[config.mk]
export PLATFORM = sky130hd
export DESIGN_NAME = csa_sum_sequencer
export DESIGN_NICKNAME = d
export VERILOG_FILES = /design/src/rtl/csa_sum_sequencer.sv
export SDC_FILE = /design/constraint.sdc
export NUM_CORES = 1
export LEC_CHECK = 0
export CAP_MARGIN = 20
export CORE_MARGIN = 5
export CORE_UTILIZATION = 60
export CTS_CLUSTER_SIZE = 20
export DETAILED_ROUTE_END_ITERATION = 16
export PLACE_DENSITY = 0.82
export SYNTH_ARGS = -nofsm -noshare
export SYNTH_HDL_FRONTEND = slang
export SYNTH_SLANG_ARGS = --single-unit
[constraint.sdc]
create_clock -name clk -period 5.6 [get_ports clk]
set_input_delay 1.12 -clock clk [delete_from_list [all_inputs] [get_ports clk]]
set_output_delay 1.12 -clock clk [all_outputs]
set_load 0.02 [all_outputs]
[src/rtl/csa_sum_sequencer.sv]
// Multi-operand summation controller: streams 1..MAX_OPS operands, packs them
// into groups of four, reduces each group through a 4x32 carry-save adder and
// accumulates the group results into a wide sum register.

// 4x32 carry-save adder: two 3:2 compressor layers followed by one carry-propagate add.
module multiple_adder_csa_4x32 (
    input  logic [31:0] x,
    input  logic [31:0] y,
    input  logic [31:0] z,
    input  logic [31:0] w,
    output logic [34:0] final_sum
);
    logic [31:0] w_s1;
    logic [32:0] w_c1;
    logic [32:0] w_a2;
    logic [32:0] w_w2;
    logic [32:0] w_s2;
    logic [33:0] w_c2;

    // First compressor layer over x, y, z; second folds in w.
    always_comb begin
        w_s1 = x ^ y ^ z;
        w_c1 = {((x & y) | (x & z) | (y & z)), 1'b0};
        w_a2 = {1'b0, w_s1};
        w_w2 = {1'b0, w};
        w_s2 = w_a2 ^ w_c1 ^ w_w2;
        w_c2 = {((w_a2 & w_c1) | (w_a2 & w_w2) | (w_c1 & w_w2)), 1'b0};
        final_sum = {2'b00, w_s2} + {1'b0, w_c2};
    end
endmodule

module csa_sum_sequencer #(
    parameter int unsigned MAX_OPS = 64,
    parameter int unsigned ACC_W   = 40
) (
    input  logic                         clk,
    input  logic                         rst_n,
    input  logic                         start,
    input  logic [$clog2(MAX_OPS):0]     num_ops,
    input  logic                         op_valid,
    input  logic [31:0]                  op_data,
    output logic                         op_ready,
    output logic                         busy,
    output logic                         done,
    output logic                         err,
    output logic [ACC_W-1:0]             sum
);
    localparam int unsigned NW = $clog2(MAX_OPS) + 1;
    localparam logic [NW-1:0] MaxOpsW = NW'(MAX_OPS);

    typedef enum logic [1:0] {StIdle, StLoad, StAdd, StDone} state_e;

    state_e           r_state;
    state_e           w_state_next;
    logic [31:0]      r_slot [4];
    logic [1:0]       r_cnt;
    logic [NW-1:0]    r_rem;
    logic [ACC_W-1:0] r_sum;
    logic             r_done;
    logic             r_err;

    logic             w_legal;
    logic             w_accept;
    logic             w_group_full;
    logic [34:0]      w_csa_sum;

    multiple_adder_csa_4x32 u_csa (
        .x         (r_slot[0]),
        .y         (r_slot[1]),
        .z         (r_slot[2]),
        .w         (r_slot[3]),
        .final_sum (w_csa_sum)
    );

    // Decode handshake and group-complete conditions from state and counters.
    always_comb begin
        op_ready     = (r_state == StLoad);
        busy         = (r_state != StIdle);
        w_legal      = (num_ops != '0) && (num_ops <= MaxOpsW);
        w_accept     = op_valid && op_ready;
        // Group closes on the fourth slot or on the job's final operand.
        w_group_full = w_accept && ((r_cnt == 2'd3) || (r_rem == NW'(1)));
    end

    // State register.
    always_ff @(posedge clk or negedge rst_n) begin
        if (!rst_n) begin
            r_state <= StIdle;
        end else begin
            r_state <= w_state_next;
        end
    end

    // Next-state logic.
    always_comb begin
        w_state_next = r_state;
        case (r_state)
            StIdle: if (start && w_legal) w_state_next = StLoad;
            StLoad: if (w_group_full) w_state_next = StAdd;
            StAdd:  w_state_next = (r_rem == '0) ? StDone : StLoad;
            StDone: w_state_next = StIdle;
            default: w_state_next = StIdle;
        endcase
    end

    // Operand slots, counters, accumulator and registered pulses.
    always_ff @(posedge clk or negedge rst_n) begin
        if (!rst_n) begin
            for (int i = 0; i < 4; i++) r_slot[i] <= '0;
            r_cnt  <= '0;
            r_rem  <= '0;
            r_sum  <= '0;
            r_done <= 1'b0;
            r_err  <= 1'b0;
        end else begin
            r_done <= (r_state == StAdd) && (r_rem == '0);
            r_err  <= (r_state == StIdle) && start && !w_legal;
            case (r_state)
                StIdle: begin
                    if (start && w_legal) begin
                        r_rem <= num_ops;
                        r_sum <= '0;
                        r_cnt <= '0;
                        for (int i = 0; i < 4; i++) r_slot[i] <= '0;
                    end
                end
                StLoad: begin
                    if (w_accept) begin
                        r_slot[r_cnt] <= op_data;
                        r_cnt         <= r_cnt + 2'd1;
                        r_rem         <= r_rem - NW'(1);
                    end
                end
                StAdd: begin
                    // Unfilled slots stay zero, so a short final group adds correctly.
                    r_sum <= r_sum + ACC_W'(w_csa_sum);
                    r_cnt <= '0;
                    for (int i = 0; i < 4; i++) r_slot[i] <= '0;
                end
                default: ;
            endcase
        end
    end

    assign done = r_done;
    assign err  = r_err;
    assign sum  = r_sum;
endmodule

==> impl_metrics.toml, run 1 <==
[outcome]
status = "finished, final reports clean"

[placement]
gp_congestion = 0.8757
portBuffers = 86
dp_hpwl_um = 17080

[sta]
rsz0062_at_grt = "false"
drv_slew = 0
worstMarginPinSlew_ns = 1.064
finalSetupViolations = 0
slew-limit-headroom_pct = 28.77
finClkSkew_ns = 0.008404
finalCritPeriodShare_pct = 82.56
max_freq_mhz = 216.3
fin_crit_ns = 4.623
setup_tns_ns = 0
fin_hold_ws_ns = 0.5025
finalHoldViolations = 0

[synth]
async_flop_share_pct = 100.0
syn_inst = 1032
synth_ff_type = "dfrtp_1"
yosys_warnings = 0
ys_types = 67
syn_nets = 1212
synth_edf_count = 0
avgSynthCellArea_um2 = 10.90
ys_ff_latch = 181
synth_area_um2 = 11250
yosysSeqAreaShare_pct = 40.25

[die]
dieArea_um2 = 21590
row_count = 50
die_w_um = 147.0
die_y_um = 147.0
initial_utilization_pct = 60.57
boundaryPins = 87
fp.coreArea_um2 = 18580

[clock_network]
cts_hold_buf = 0
cts_max_path_buffers = 2
cts_setup_buffers = 0
cts.htree.levels = 4
cts_resized = 0
cts_tree = "built"
clock-sinks = 181
cts_root_buf = "clkbuf_16"
clk_pin_slew_ns = 0.07
clock_latency_ns = 0.43
cts_buffers = 17

[worst_setup_path]
crit_buf_inv = 2
worst-path-max-fanout = 6
arrival_ns = 4.93
reg2regPathDepth = 16
worstSetupPathType = "flip-flop to flip-flop"
crit_path_frequent_cell = "fa_1"
cp_slowest_stage_delay_ns = 0.54
worst_ep_required_time_ns = 5.91
worstPathCellList = "fa_1, inv_1, fa_1, inv_1, fa_1, ha_1, fa_1, a211oi_2, o21ai_2, a211oi_2, o21ai_2, a31oi_4, o21ai_4, a211oi_1, a21oi_1, a32o_1"
cp.depth = 16
critPathTopFamily = "adder cells"
start_kind = "flip-flop"
end_kind = "flip-flop"
slowest_stage = "fa_1"

[finish]
num-nets-final = 1280
drive_gt1_share_pct = 6.565
n_antenna_cell = 0
area_delta_synth_final_pct = 14.35

[global_routing]
grt_pass1_vias = 8486
grt_antenna_before_repair = 0
overflow = 0
grt_max_degree = 95
grt_usage_pct = 24.80
grt_pass1_wl_um = 43260

[drt]
met2WireLength_um = 12550
drt_first_pass_iters = 5
wire_per_inst_um = 18.86
drt-total-wl_um = 25390
post_drt_via_cell_ratio = 5.900
wl_met3_um = 1382
drt-met1-wl_um = 11090
drc_errors = 0
antenna_left = 0
vias = 7941
drt_iter0_drc = 660
highest_layer = "met4"

[run]
maxCapViolations = 0

[hold_path]
hold_path_depth = 1
hold_path.class = "flip-flop to flip-flop"
sequential cells by signal (all words and copies together), names as in the netlist:
name	flops
done	1
err	1
r_cnt	2
r_rem	7
r_slot	128
r_state	2
sum	40
final timing paths:
| kind | end | startpoint | slack, ns |
|---|---|---|---|
| worst max-delay path | sum[33] | r_slot[33] | 0.98 |
| worst min-delay path | r_slot[26] | r_slot[26] | 0.50 |
| worst max register to register | sum[33] | r_slot[33] | 0.98 |
| worst min register to register | r_slot[26] | r_slot[26] | 0.50 |
| max in group asynchronous | sum[18] | rst_n | 3.64 |
| min in group asynchronous | r_rem[5] | rst_n | 0.77 |
cell usage after synthesis, types with 4 or more instances:
cell	instances	area [um2]
a211oi_1	4	30.03
a21o_1	15	112.6
a21oi_1	42	210.2
a22o_1	134	1174
and3_1	4	25.02
buf_2	5	25.02
buf_6	12	135.1
clkbuf_1	27	101.4
dfrtp_1	181	4529
fa_1	96	1922
ha_1	41	513.0
inv_1	190	713.2
nand2_1	64	240.2
nand2b_1	4	25.02
nand3_1	11	55.05
nand4_1	4	25.02
nor2_1	28	105.1
nor3_1	9	45.04
o21ai_0	48	240.2
o21ai_1	6	30.03
o21ai_4	5	81.33
o21bai_1	9	67.56
xnor2_1	13	113.9
xor2_1	13	113.9
metal layers:
layer	up-vias	track usage (%)
met5	-	0
met4	0	7.223
met3	31	5.028
met2	232	40.06
met1	4070	34.50
li1	3608	-
cells by family (layout without fill, tap and decap cells):
logic type               Yosys count  count (layout)  share of synthesized area, %
AO/OA/AOI/OAI                    306             306                         21.35
XOR/XNOR                          26              26                         2.024
adder cells (fa/ha/maj)          137             137                         21.64
buffers and inverters            237             317                         8.795
flip-flops                       181             181                         40.25
AND/OR/NAND/NOR                  145             145                         5.948
cell type report:
| cell class | count | area [um2] |
|---|---|---|
| multi-input combinational | 614 | 5738 |
| fill | 1316 | 5712 |
| sequential | 181 | 4529 |
| timing repair buffer | 95 | 989.7 |
| inverter | 191 | 716.9 |
| clock buffer | 21 | 480.5 |
| tap | 234 | 292.8 |
| clock inverter | 10 | 121.4 |
layout by cell type, fill, tap and decap left out, types with 4 or more instances in the layout:
cell             count
o21ai_0             48
o21bai_1             9
clkbuf_8             4
clkdlybuf4s50_1     85
a211oi_1             4
o21ai_1              6
buf_4                6
ha_1                41
nand2b_1             4
o21ai_4              5
a22o_1             134
nor2_1              28
clkbuf_16           17
xor2_1              13
a21oi_1             42
xnor2_1             13
nand2_1             64
nand3_1             11
nand4_1              4
dfrtp_1            181
inv_1              190
fa_1                96
nor3_1               9
a21o_1              15
through the flow:
stage	worst slack [ns]	instances	instance area [um2]	util, %
after detailed placement	1.009	1312	12180	65.58
after CTS	0.9659	1343	12790	68.81
final	0.9767	1346	12870	69.26
after global routing	0.6735	1346	12870	69.26
after floorplan	1.298	1032	11250	-
after global placement	1.106	1312	12180	65.58
Power of run 1 is left out: the tool's default activity adds up to more than one toggle a clock period on the data nets, which glitch-free logic cannot reach.
==> run 2, diff against run 1 <==
Settings changed: CORE_UTILIZATION 60 to 54, PLACE_DENSITY 0.82 to 0.78.
Clock period 5.6 ns to 4.1 ns, I/O delays scaled along.
==> run 2 against run 1 <==
  * The run now ends with negative setup slack left
  * First-iteration DRC count fell by 35%
  * Utilization down 2.7 points
  * Register-to-register slack got worse by 1.1 ns
  * Clock skew about the same
==> impl_metrics.toml, run 2 (synthesis results as in run 1) <==
[drt]
drt_iter0_drc = 426
wire_per_inst_um = 18.29
vias = 8134
antenna_left = 0
post_drt_via_cell_ratio = 5.625
drc_errors = 0
drt_first_pass_iters = 7
drt-total-wl_um = 26450

[hold_path]
hold_path.class = "primary input to async pin"

[die]
boundaryPins = 87
die_w_um = 154.4
fp.coreArea_um2 = 20360
row_count = 52
die_y_um = 154.4
initial_utilization_pct = 55.26
dieArea_um2 = 23830

[global_routing]
grt_antenna_before_repair = 0
overflow = 0
grt_usage_pct = 22.78
grt_pass1_vias = 8658
grt_max_degree = 100
grt_pass1_wl_um = 44070

[worst_setup_path]
reg2reg_slack_ns = -0.17
arrival_ns = 4.59
worstPathCellList = "fa_1, inv_1, fa_1, inv_1, fa_1, ha_2, fa_2, a211oi_4, o21ai_2, a211oi_2, o21ai_2, a31oi_4, o21ai_4, a31oi_4, nor4_1, a211o_1"
cp_slowest_stage_delay_ns = 0.53
crit_path_frequent_cell = "fa_1"
worstSetupPathType = "flip-flop to flip-flop"
start_kind = "flip-flop"
slowest_stage = "fa_1"
worst-path-max-fanout = 4
worst_ep_required_time_ns = 4.42
end_kind = "flip-flop"

[sta]
worstMarginPinSlew_ns = 1.113
finClkSkew_ns = 0.008573
fin_crit_ns = 4.269
finalCritPeriodShare_pct = 104.1
max_freq_mhz = 234.2
timing.final.ws_setup_ns = -0.1693
rsz0062_at_grt = "true"
slew-limit-headroom_pct = 25.50
finalHoldViolations = 0
finalSetupViolations = 12
fin_hold_ws_ns = 0.4749
drv_slew = 0

[run]
maxCapViolations = 0

[finish]
drive_gt1_share_pct = 13.78
regMostFlops = "r_slot"
layout_commonest_cell = "inv_1"
n_antenna_cell = 0
layout_common_cells = "190 x inv_1, 181 x dfrtp_1, 134 x a22o_1"
fillers = 1517
fin_area_um2 = 13560
area_delta_synth_final_pct = 20.46
num-nets-final = 1343
largest_reg_flops = 128
regArea_um2 = 4529
multiInputGateArea_um2 = 5916

[outcome]
violations = "negative setup slack"
status = "complete, but fails checks"

[clock_network]
clk_pin_slew_ns = 0.07
cts_max_path_buffers = 2
cts_root_buf = "clkbuf_16"
cts.htree.levels = 4
cts_buffers = 17
cts_hold_buf = 0
cts_tree = "built"
clock_latency_ns = 0.43
clock-sinks = 181

[placement]
portBuffers = 86
dp_hpwl_um = 17380
postPlaceCellArea_um2 = 12660
gp_congestion = 0.8738
## run 2: what timing repair did
item	in CTS	in global routing
resized for setup	20	15
endpoints found under the setup margin	15	21
buffers inserted	3	7
pin swaps	17	19
## run 2: worst paths after layout
check	startpoint	end	cells after the start
min in group clk	r_slot[9]	r_slot[9]	1
max	r_slot[33]	sum[35]	16
max reg2reg	r_slot[33]	sum[35]	16
max in group asynchronous	rst_n	sum[24]	2
min reg2reg	r_slot[9]	r_slot[9]	1
min	rst_n	r_slot[70]	1
## run 2: cell type report
| type | count | area share (%) |
|---|---|---|
| Multi-Input combinational cell | 614 | 43.64 |
| Clock buffer | 21 | 3.323 |
| Inverter | 191 | 5.289 |
| Tap cell | 270 | 2.492 |
| Clock inverter | 11 | 0.9322 |
| Timing Repair Buffer | 158 | 10.91 |
| Sequential cell | 181 | 33.41 |
## run 2: critical path, delay by kind of cell (launching register included)
family / cells / cell delay (ns)
fa+ha+maj: 5 / 2.04
compound gates: 8 / 1.55
flops: 1 / 0.40
buf+inv: 2 / 0.10
simple gates: 1 / 0.07
## run 2: per-stage QoR
stage	utilization [%]	setup TNS [ns]	setup WS, ns	instances
after floorplan	-	0	0.001894	1032
after global placement	62.15	-0.4571	-0.08325	1401
after detailed placement	62.15	-1.337	-0.1708	1401
after CTS	65.58	-0.8181	-0.1497	1436
after global routing	66.56	-4.060	-0.3302	1446
final	66.56	-1.067	-0.1693	1446
## run 2: layer usage
metal  vias to the layer above  part of all wire, %  global-route usage [%]
li1                       3739                    -                       -
met1                      4152                   44                   32.29
met2                       211                   50                   37.31
met3                        32                  4.5                   3.465
met4                         0                  1.5                   5.761
met5                         -                    0                       0
Power of run 2 is left out for the same reason.
==> run 3, diff against run 2 <==
Settings changed: CTS_CLUSTER_SIZE 20 to 40, GPL_ROUTABILITY_DRIVEN from default to 0.
==> results of run 3 <==
Final layout, timing and power as in run 2 (identical DEF).
Power of run 3 is left out for the same reason.
==> variant 1, RTL diff (config.mk and constraints of run 3) <==
Remove the register `r_err`: a continuous assignment takes its place, so the output `err` follows one clock earlier.
--- a/src/rtl/csa_sum_sequencer.sv
+++ b/src/rtl/csa_sum_sequencer.sv
@@ -112,8 +112,6 @@
             r_sum  <= '0;
             r_done <= 1'b0;
-            r_err  <= 1'b0;
         end else begin
             r_done <= (r_state == StAdd) && (r_rem == '0);
-            r_err  <= (r_state == StIdle) && start && !w_legal;
             case (r_state)
                 StIdle: begin
@@ -143,4 +141,6 @@
     end
 
+    assign r_err = (r_state == StIdle) && start && !w_legal;
+
     assign done = r_done;
     assign err  = r_err;
Formal check against the unedited RTL: not equivalent (a bounded check fails within 4 cycles, from zero or initial values and one cycle with rst_n low).
==> variant 1 against run 3 <==
The run still ends with setup timing left; non-clock buffer count up 9; utilization up 1.1 points; synthesized area down 0.22%; worst setup slack worse by 0.063 ns; wire length up 6.1%; sequential cell count down 1; design area up 1.7%.
Power is left out: the tool's default activity adds up to more than one toggle a clock period on the data nets, which glitch-free logic cannot reach.
==> variant 1: results (changes against run 3) <==
----------------------------------------------------
[Drt]
  Via count ... 8382 (+3.0%)
  Final Routed Wirelength ... 28100 um (+6.1%)

[STA]
  Final setup violating endpoints ... 16 (+4)
  Worst-case hold slack ... 0.350 ns (-0.125 ns)
  Final TNS setup ... -2.16 ns (-1.09 ns)
  Final worst-path setup slack ... -0.232 ns (-0.0629 ns)
  Slew HR ... 27.5% (+2.0 points)

[Finish]
  FILL cells ... 1485 (-2.1%)
  CLK BUF ... 17 (-19%)
  Number of non-clock buffers ... 167 (+5.7%)
  Proportion of cell area occupied by registers ... 32.7% (-0.75 points)
  Share of final layout cell area taken by clock buffers and inverters ... 4.27% (+0.019 points)
  Final standard cell count with taps included and fillers excluded ... 1454 (+0.55%)
  Final core utilization ... 67.7% (+1.1 points)
  Data-path buffer share of cell area in the final layout ... 11.6% (+0.71 points)

[Global route]
  Pin count of the biggest net entering global routing ... 94 (-6.0%)
  First-pass GRT wire length ... 45900 um (+4.2%)

[Logic synthesis]
  Adder-cell share of the synthesized area ... 21.7% (+0.048 points)
  Syn nets ... 1211 (-0.083%)
  Synthesized area per cell ... 10.9 sq um (-0.13%)
  Most frequent cells after synthesis ... 190 x inv_1, 180 x dfrtp_1, 134 x a22o_1
  Xor and xnor fraction of the mapped netlist area ... 2.03% (+0.0045 points)

[Placement]
  Dpl cells ... 1405 (+0.29%)

[Worst setup path]
  Delay of the slowest critical-path stage ... 0.56 ns (+0.03 ns)
  Arrival time at the worst endpoint ... 4.66 ns (+0.07 ns)

[CTS]
  Number of buffers inserted to repair setup after CTS ... 11 (+8)
  Num Clock Sinks ... 180 (-0.55%)

[Outcome]
  Outcome ... finished with violations
  Violations in the final reports ... setup timing

----------------------------------------------------
## variant 1: layer usage
| metal | global-route usage [%] | vias to the layer above | wire length, um |
|---|---|---|---|
| met3 | 4.53 | 68 | 1460 |
| met1 | 32.0 | 4286 | 11900 |
| li1 | - | 3771 | - |
| met5 | 0 | - | 0 |
| met4 | 8.92 | 0 | 777 |
| met2 | 39.2 | 257 | 13900 |
## variant 1: path summary, 6_finish.rpt
check,start,endpoint
worst max register to register,r_slot[33],sum[35]
worst max-delay path,r_slot[33],sum[35]
min in group clk,r_slot[5],r_slot[5]
worst min register to register,r_slot[5],r_slot[5]
worst min-delay path,rst_n,r_slot[103]
max in group asynchronous,rst_n,r_slot[61]
## variant 1: worst reg2reg max path: cells and delay by family (launching register included)
family / cells / cell delay [ns]
compound gates: 9 / 1.73
fa+ha+maj: 5 / 2.00
buf+inv: 2 / 0.08
flops: 1 / 0.40
==> variant 2, RTL diff (settings of run 3) <==
Without the edit above. The parameter `MAX_OPS` goes from 64 to 128.
--- a/src/rtl/csa_sum_sequencer.sv
+++ b/src/rtl/csa_sum_sequencer.sv
@@ -31,5 +31,5 @@
 
 module csa_sum_sequencer #(
-    parameter int unsigned MAX_OPS = 64,
+    parameter int unsigned MAX_OPS = 128,
     parameter int unsigned ACC_W   = 40
 ) (
Interface: changed (resized num_ops); port bits go from 87 to 88. The function was not compared with the original's and may differ.
==> variant 2 against run 3 <==
Worst setup slack gained 0.17 ns; sequential cell count grew 1; design area grew 2.4%; non-clock buffer count shrank 1; global-route usage grew 0.83 points; wire length grew 3.9%; synthesized area grew 0.76%.
Power is not shown: default switching activity piles up to over one toggle a cycle in this logic, so the estimate is an artifact.
==> variant 2: results (changes against run 3) <==
----------------------------------------------------
[Outcome]
  Outcome ... completed

[STA]
  Slew HR ... 23.1% (-2.4 points)
  Worst Skew ... 0.0142 ns (+0.00566 ns)

[Logic synthesis]
  Compound-cell area share of the yosys netlist ... 20.0% (-1.3 points)
  Most frequent cells after synthesis ... 186 x inv_1, 182 x dfrtp_1, 134 x a22o_1
  Xor and xnor fraction of the mapped netlist area ... 2.16% (+0.14 points)
  Share of the yosys chip area belonging to registers ... 40.2% (-0.081 points)
  Mux cell area share after synthesis ... 0% (unchanged)
  Number of different library cells in the post-synthesis netlist ... 64 (-4.5%)
  Synthesized area per cell ... 10.7 sq um (-1.6%)
  Adder-cell share of the synthesized area ... 21.5% (-0.16 points)
  Most area-consuming cells after synthesis ... dfrtp_1 40%, fa_1 17%, a22o_1 10%
  Syn nets ... 1238 (+2.1%)

[Worst setup path]
  Worst setup slack for register-to-register paths ... 0.0004 ns (+0.17 ns)
  Top fanout value on the critical path ... 5 (+1)
  RR Endpoint ... sum[39]
  Arrival time at the worst endpoint ... 4.43 ns (-0.16 ns)
  Highest-delay cell along the critical path ... fa_1
  Delay of the slowest critical-path stage ... 0.57 ns (+0.04 ns)

[Finish]
  Final standard cell count with taps included and fillers excluded ... 1470 (+1.7%)
  Fraction of final layout cells sized beyond drive strength 1 ... 14.6% (+0.79 points)
  Reg with most FFs ... r_slot
  Ant. Diodes ... 0 (unchanged)
  FILL cells ... 1557 (+2.6%)
  Final net count ... 1363 (+1.5%)

[CTS]
  Clock Tree Buf Depth ... 2 (unchanged)
  Buffer type at the clock tree root ... clkbuf_16
  Insertion delay of the later-clocked pin in the worst-skew pair ... 0.45 ns (+0.02 ns)

[Placement]
  Number of port buffers ... 87 (+1.2%)
  HPWL after detailed placement ... 18700 um (+7.5%)

[Global route]
  Pin count of the biggest net entering global routing ... 71 (-29%)
  Global-route usage over all layers ... 23.6% (+0.83 points)
  First-pass GRT wire length ... 45500 um (+3.3%)
  Via count of the first global-routing pass ... 8942 (+3.3%)

[Floorplan]
  Die area ... 0.0240 sq mm (+0.71%)

[Drt]
  Iter 0 DRT Violations ... 595 (+40%)
  Drt pass-1 iters ... 5 (-2)
  Mean number of vias per cell ... 5.74 (+2.0%)
  Drt wl/cell ... 18.7 um (+2.2%)

----------------------------------------------------
==> variant 2: worst max-delay path by stage <==
stage / start / end
after floorplan: r_slot[33] / sum[39]
after global placement: r_slot[40] / sum[38]
after detailed placement: r_slot[33] / sum[39]
after CTS: r_slot[101] / sum[24]
after global routing: r_slot[36] / sum[24]
final: r_slot[33] / sum[39]
==> variant 2: through the flow <==
stage                     hold slack, ns  TNS, ns  setup slack, ns  instance area [sq um]
after floorplan                    0.441        0           0.0687                  11300
after global placement             0.482   -0.645           -0.113                  12700
after detailed placement           0.475    -2.05           -0.214                  12700
after CTS                          0.381   -0.329           -0.124                  13500
after global routing               0.384    -1.48           -0.149                  13900
final                              0.365        0         0.000373                  13900
==> variant 2: layout make-up <==
cell class                 count  area share (%)
timing repair buffer         157            11.1
clock buffer                  18            3.16
multi-input combinational    638            44.4
clock inverter                14           0.983
sequential                   182            32.8
tap                          275            2.48
inverter                     186            5.03
==> variant 2: timing repair <==
item                                    in CTS  in global routing
resized for setup                           39                 45
buffers inserted                             9                  6
pin swaps                                   45                 50
cloned                                       0                  0
endpoints found under the setup margin      21                 25
endpoints found under the hold margin        0                  0
==> variant 2: cell families (layout without fill, tap and decap cells) <==
family	count (synthesis)	count (layout)
AO/OA/AOI/OAI	301	301
XOR/XNOR	28	28
adder cells (fa/ha/maj)	137	137
buffers and inverters	237	375
flip-flops	182	182
AND/OR/NAND/NOR	172	172
==> variant 2: metal layers <==
layer	track usage, %	share of wire [%]
met1	31.9	42
met3	4.78	5.2
met5	0	0
met2	39.4	51
met4	6.10	1.7
